**src/rtl/cdbus_line_pkg.sv**
```systemverilog
// Shared constants for the cdbus line conditioner: synchronizer depth,
// counter widths and the level the line rests at while idle or in reset.
package cdbus_line_pkg;

   localparam int   SYNC_STAGES = 2;
   localparam int   DIV_W       = 16;
   localparam int   BITCNT_W    = 8;
   localparam logic LINE_IDLE   = 1'b1;

   // The idle bit counter holds at all-ones rather than wrapping back below the threshold.
   function automatic logic [BITCNT_W-1:0] sat_inc(input logic [BITCNT_W-1:0] v);
      return (v == '1) ? v : v + BITCNT_W'(1);
   endfunction

endpackage

```
**src/rtl/cdbus_sync2.sv**
```systemverilog
// Two-flop synchronizer for the raw bus level; resets to the idle (high) level
// so that a reset never manufactures a falling edge downstream.
module cdbus_sync2
   import cdbus_line_pkg::*;
(
   input  logic clk,
   input  logic reset,
   input  logic d_i,
   output logic q_o
);

   logic [SYNC_STAGES-1:0] sync_q;

   always_ff @(posedge clk or posedge reset) begin
      if (reset) begin
         sync_q <= {SYNC_STAGES{LINE_IDLE}};
      end else begin
         sync_q <= {sync_q[SYNC_STAGES-2:0], d_i};
      end
   end

   assign q_o = sync_q[SYNC_STAGES-1];

endmodule

```
**src/rtl/cdbus_line_cond.sv**
```systemverilog
// cdbus line conditioner: synchronize and deglitch the bus level, qualify bus idle,
// and (with CDBUS_LINE_COLL_EN defined) flag a driven-1 / read-0 collision.
module cdbus_line_cond
   import cdbus_line_pkg::*;
#(
   parameter int FILTER_LEN = 3
) (
   input  logic                clk,
   input  logic                reset,
   input  logic                bus_rx,
   input  logic                tx,
   input  logic                tx_en,
   input  logic [DIV_W-1:0]    div,
   input  logic [BITCNT_W-1:0] idle_bits,
   output logic                rx_f,
   output logic                rx_fall,
   output logic                bus_idle,
   output logic                collision
);

   logic                s_rx;
   logic [3:0]          filt_cnt_q, filt_cnt_d;
   logic                rx_f_q, rx_f_d;
   logic                rx_f_dly_q;
   logic                rx_fall_q;
   logic [DIV_W-1:0]    clk_cnt_q, clk_cnt_d;
   logic [BITCNT_W-1:0] bit_cnt_q, bit_cnt_d;
   logic                bus_idle_q, bus_idle_d;

   cdbus_sync2 u_sync (
      .clk   (clk),
      .reset (reset),
      .d_i   (bus_rx),
      .q_o   (s_rx)
   );

   // Any sample agreeing with rx_f clears the run, so only an unbroken run flips it.
   always_comb begin
      filt_cnt_d = '0;
      rx_f_d     = rx_f_q;
      if (s_rx != rx_f_q) begin
         if (filt_cnt_q == 4'(FILTER_LEN - 1)) begin
            rx_f_d = s_rx;
         end else begin
            filt_cnt_d = filt_cnt_q + 4'd1;
         end
      end
   end

   always_comb begin
      clk_cnt_d = '0;
      bit_cnt_d = '0;
      if (rx_f_q) begin
         if (clk_cnt_q == div) begin
            bit_cnt_d = sat_inc(bit_cnt_q);
         end else begin
            clk_cnt_d = clk_cnt_q + DIV_W'(1);
            bit_cnt_d = bit_cnt_q;
         end
      end
   end

   assign bus_idle_d = rx_f_q & (bit_cnt_q >= idle_bits);

   always_ff @(posedge clk or posedge reset) begin
      if (reset) begin
         filt_cnt_q <= '0;
         rx_f_q     <= LINE_IDLE;
         rx_f_dly_q <= LINE_IDLE;
         rx_fall_q  <= 1'b0;
         clk_cnt_q  <= '0;
         bit_cnt_q  <= '0;
         bus_idle_q <= 1'b0;
      end else begin
         filt_cnt_q <= filt_cnt_d;
         rx_f_q     <= rx_f_d;
         rx_f_dly_q <= rx_f_q;
         rx_fall_q  <= rx_f_dly_q & ~rx_f_q;
         clk_cnt_q  <= clk_cnt_d;
         bit_cnt_q  <= bit_cnt_d;
         bus_idle_q <= bus_idle_d;
      end
   end

   assign rx_f     = rx_f_q;
   assign rx_fall  = rx_fall_q;
   assign bus_idle = bus_idle_q;

`ifdef CDBUS_LINE_COLL_EN
   // tx/tx_en see the same synchronizer + filter delay as the echoed line level.
   localparam int DLY_LEN = SYNC_STAGES + FILTER_LEN;

   logic [DLY_LEN-1:0] tx_dly_q;
   logic [DLY_LEN-1:0] en_dly_q;
   logic               coll_cond;
   logic               coll_cond_q;

   always_ff @(posedge clk or posedge reset) begin
      if (reset) begin
         tx_dly_q    <= '0;
         en_dly_q    <= '0;
         coll_cond_q <= 1'b0;
      end else begin
         tx_dly_q    <= {tx_dly_q[DLY_LEN-2:0], tx};
         en_dly_q    <= {en_dly_q[DLY_LEN-2:0], tx_en};
         coll_cond_q <= coll_cond;
      end
   end

   assign coll_cond = tx_dly_q[DLY_LEN-1] & en_dly_q[DLY_LEN-1] & ~rx_f_q;
   assign collision = coll_cond & ~coll_cond_q;
`else
   logic unused_tx;
   assign unused_tx = tx ^ tx_en;
   assign collision = 1'b0;
`endif

endmodule

```
**config.mk**
```make
export PLATFORM = sky130hd
export DESIGN_NAME = cdbus_line_cond
export DESIGN_NICKNAME = d
export VERILOG_FILES = /design/src/rtl/cdbus_line_pkg.sv /design/src/rtl/cdbus_sync2.sv /design/src/rtl/cdbus_line_cond.sv
export SDC_FILE = /design/constraint.sdc
export NUM_CORES = 1
export LEC_CHECK = 0
export BUFFER_PORTS_ARGS = -buffer_cell sky130_fd_sc_hd__buf_2
export CAP_MARGIN = 40
export CORE_MARGIN = 2
export CORE_UTILIZATION = 42
export DETAILED_ROUTE_END_ITERATION = 16
export SKIP_CTS_REPAIR_TIMING = 1
export SYNTH_ARGS = -nofsm -noshare
export SYNTH_HDL_FRONTEND = slang
export SYNTH_SLANG_ARGS = --single-unit
```
**constraint.sdc**
```tcl
create_clock -name clk -period 2.3 [get_ports clk]
set_input_delay 0 -clock clk [delete_from_list [all_inputs] [get_ports clk]]
set_output_delay 0 -clock clk [all_outputs]
set_load 0.01 [all_outputs]
```
# After elaboration in Yosys (flattened, before gate mapping)
# Index checks and enable logic that the tools add are counted.
# totals
ff_bits	34
out_inout_bits	4
word_cells	30
# op_classes
addsub	3
order_cmp	1
n_eq_ne	6
muxes	7
bitwise_logic	3
n_reduce_logical	2
# ops
op	count
$mux 16	2
$mux 8	3
$add 16x1->16 const B	1
$eq 16x16->1	1
$add 8x1->8 const B	1
$eq 8x8->1 const B	1
$ge 8x8->1	1
$mux 4	2
$add 4x1->4 const B	1
$eq 4x2->1 const B	1
$reduce_and 2->1	2
$and 1x1->1	2
$ne 2x1->1 const B	1
$ne 2x2->1 const B	1
$ne 1x1->1	1
$not 1->1	1

# Longest topological paths before layout
# logic_depth
ltp_word	4
ltp_mapped	8
ltp_nobuf	7

# Modules after synthesis
# Synthesis repeated with hierarchy kept, for this count alone.
# unflattened
cells_unflattened	204
hier_area_um2	1971.9
# by_module_without_submodules
module	instances	cells_each	area_per_inst_um2	seq_area_each_um2
cdbus_line_cond	1	201	1915.6	803.3
cdbus_sync2	1	3	56.3	52.6

# Worst setup path before layout
# No wires, ideal clock.
# synth_path
kind	register to register
from	reg clk_cnt_q[3]
to	reg bit_cnt_q[6]
t_arrival_ns	1.650
required_ns	2.180
path_slack_ns	0.529
path_stages_with_launch	7
n_path_buf	1
synth_period_minus_slack_ns	1.771
cell_sequence	dfrtp_1 -> buf_6 -> xor2_1 -> nor4_1 -> nand4_1 -> or4b_1 -> o211a_1
# synth_via
elab_chain_cells	3
# synth_lines
element	line_no	rtl
start, declared	cdbus_line_cond.sv:26	logic [DIV_W-1:0] clk_cnt_q, clk_cnt_d;
start signal, assigned	cdbus_line_cond.sv:79	clk_cnt_q <= clk_cnt_d;
$eq 16x16->1	cdbus_line_cond.sv:54	if (clk_cnt_q == div) begin
$ne 2x1->1 (no line)	-	
$reduce_and 2->1 (no line)	-	
end signal, assigned	cdbus_line_cond.sv:80	bit_cnt_q <= bit_cnt_d;
end, declared	cdbus_line_cond.sv:27	logic [BITCNT_W-1:0] bit_cnt_q, bit_cnt_d;
# Every way passes these cells.
# A chain may end at the register's enable or synchronous reset.

# Worst setup path in the final report
# layout_path
from	reg clk_cnt_q[11]
to	reg bit_cnt_q[3]
# The elaborated chain is that of the path after synthesis.

==> results.yml <==
setup_path:
  reg2reg_depth: 6
  cp-endpoint: "bit_cnt_q[3]"
  cp_data_arrival_time_ns: 2.19
  r2r-start: "clk_cnt_q[11]"
  cp_slowest_cell: "dfrtp_1"
  crit_family: "simple AND/OR/NAND/NOR gates"
  cp-startpoint: "clk_cnt_q[11]"
  start_kind: "flip-flop"
  cp_slowest_stage_delay_ns: 0.44
  crit_path_max_fanout: 13
  worst-setup-path-type: "flip-flop to flip-flop"
  reg2reg_setup_slack_ns: 0.32
  critPathCaptureType: "flip-flop"
  cp_data_required_time_ns: 2.51
  crit_chain: "xor2_1 > nor4_1 > nand4_1 > buf_4 > or3_1 > a21boi_1"
  r2r_end: "bit_cnt_q[3]"
  crit_buf_inv: 1
  cp.depth: 6
global_routing:
  grt_max_degree: 35
  grt_pass1_wl_mm: 6.13
  antenna_found_initial: 0
  grt_pass1_vias: 1383
  grt_usage_pct: 15.2
  grt_overflow: 0
layout:
  num_antenna_cells: 0
  layout-drive-gt1-share_pct: 18.6
  nNetsFinal: 276
  utilization_pct: 50.8
  synthToLayoutAreaGrowth_pct: 15.2
placement:
  place_congestion: 0.733
  portBuffers: 29
  dpl.hpwl_mm: 2.48
  place_ws_ns: 0.307
synth:
  async_flop_share_pct: 100
  synth_seq_cells: 34
  postSynthCellCount: 202
  synth_edf_count: 0
  yosysWarnings: 0
  yosysUniqueCellTypes: 36
  syn_nets: 243
  yosysSeqAreaShare_pct: 44.0
  avgSynthCellArea_um2: 9.63
  ys_dominant_reg_cell: "dfrtp_1"
  syn_area_um2: 1950
power_and_ir_drop:
  total_power_mw: 1.49
  power.internal_mw: 1.04
  pwr-share-clk_pct: 30.3
  pwr-share-seq_pct: 52.1
  swShare_pct: 30.6
  peakVddDrop_v: 0.000424
  leakage_nw: 1.12
  power.switching_uw: 456
  p_comb_share_pct: 17.6
  p_per_area_nw_per_um2: 666
floorplan:
  start_util_pct: 44.1
  io_pins: 33
  num_rows: 24
  design.core.area_um2: 4410
  die_h_um: 72.1
  die_w_um: 72.1
  die-area_um2: 5190
status:
  status: "completed"
clocking:
  cts-root-buf: "clkbuf_8"
  htreeDepth: 2
  cts_buffers: 5
  clock_sinks: 34
  clk_latency_ns: 0.28
  cts.reportedPaths.clkPinSlew_ns: 0.07
  cts_max_path_buffers: 2
  tritoncts: "built"
drt:
  wire_per_inst_um: 12.1
  via_count: 1448
  ant_nets: 0
  first_iter_violations: 47
  wirelength_mm: 3.48
  drc: 0
  vias_per_cell: 5.03
  drtPass1Iterations: 4
timing:
  hold_violations: 0
  rsz0062_at_grt: "false"
  setup_viol: 0
  fin_crit_ns: 1.98
  max_freq_mhz: 504
  fin_crit_sh_pct: 86.2
  tns_ns: 0
  finClkSkew_ns: 0.00781
  fin_ws_ns: 0.317
  drv_slew: 0
min_path:
  holdCritPathClass: "primary input to flip-flop"
  holdPathStages: 5
job:
  maxCapViolCount: 0
-- power groups by stage --
stage / logic (mW) / registers (mW) / clock network [mW]
after floorplan: 0.231 / 0.733 / 0
after global placement: 0.265 / 0.789 / 0
after detailed placement: 0.265 / 0.789 / 0
after CTS: 0.265 / 0.778 / 0.473
after global routing: 0.308 / 0.793 / 0.495
final: 0.262 / 0.777 / 0.453
-- final cells by class --
type                    instances  area (um2)
fillers                       432        2170
multi-input cells             147         996
flip-flops and latches         34         856
repair buffers                 33         180
clock buffers                   7        86.3
well taps                      52        65.1
inverters                      14        52.6
clock inverters                 1        5.00
-- metal layers --
| layer | up-vias | routed length [um] | global-route usage [%] |
|---|---|---|---|
| met2 | 33 | 1570 | 24.4 |
| met5 | - | 0 | 0 |
| met3 | 6 | 183 | 4.58 |
| met1 | 675 | 1680 | 19.6 |
| met4 | 0 | 46 | 5.03 |
| li1 | 734 | - | - |
-- synth_stat cells (3+ instances only) --
master    n  area (um2)
dfstp_2   4         105
dfrtp_1  30         751
nand4_1   5        31.3
nor2_1   28         105
nor2b_1   4        25.0
ha_1     12         150
xnor2_1  11        96.3
inv_1    14        52.6
and3_1    5        31.3
xor2_1   22         193
buf_2     3        15.0
mux2i_1   3        30.0
nand2_1  16        60.1
nand3_1  10        50.1
nor4_1    4        25.0
a21o_1    3        22.5
-- logic make-up (layout without fill, tap and decap cells) --
kind of cell	count (synthesis)	count (layout)	synth area share (%)
DFF	34	34	44.0
muxes	4	4	2.12
other	1	1	0.193
and+or+nand+nor	82	82	20.6
AOI/OAI and AO/OA	15	15	5.72
xor gates and xnor gates	33	33	14.9
adders and majority gates	12	12	7.72
buffers and inverters	21	55	4.82
-- cells in the final DEF, fill, tap and decap left out, types with 3 or more instances in the layout --
cell type / instances
a21o_1: 3
and3_1: 5
buf_2: 29
clkbuf_8: 6
dfrtp_1: 30
dfstp_2: 4
ha_1: 12
inv_1: 14
mux2i_1: 3
nand2_1: 16
nand3_1: 10
nand4_1: 5
nor2_1: 28
nor2b_1: 4
nor4_1: 4
xnor2_1: 11
xor2_1: 22
-- registers in the layout (all words and copies together), names as in the netlist --
register and flops:
bit_cnt_q 8, u_sync.sync_q 2, bus_idle 1, rx_f 1, clk_cnt_q 16, rx_f_dly_q 1, filt_cnt_q 4, rx_fall 1
-- worst reg2reg max path: stages, from the launching register on --
cell and delay (ns):
dfrtp_1 0.44, xor2_1 0.16, nor4_1 0.38, nand4_1 0.21, buf_4 0.22, or3_1 0.34, a21boi_1 0.14
-- metrics by stage --
| step | cells | hold slack, ns | instance area (um2) |
|---|---|---|---|
| after floorplan | 202 | 0.00448 | 1950 |
| after global placement | 278 | 0.105 | 2130 |
| after detailed placement | 278 | 0.107 | 2130 |
| after CTS | 286 | -0.196 | 2220 |
| after global routing | 288 | 0.207 | 2240 |
| final | 288 | 0.167 | 2240 |
-- worst min path at each step --
stage | start | endpoint
after floorplan | bus_rx | u_sync.sync_q[0]
after global placement | bus_rx | u_sync.sync_q[0]
after detailed placement | bus_rx | u_sync.sync_q[0]
after CTS | bus_rx | u_sync.sync_q[0]
after global routing | idle_bits[4] | bus_idle
final | idle_bits[4] | bus_idle
Power figures use the tool's default switching activity.
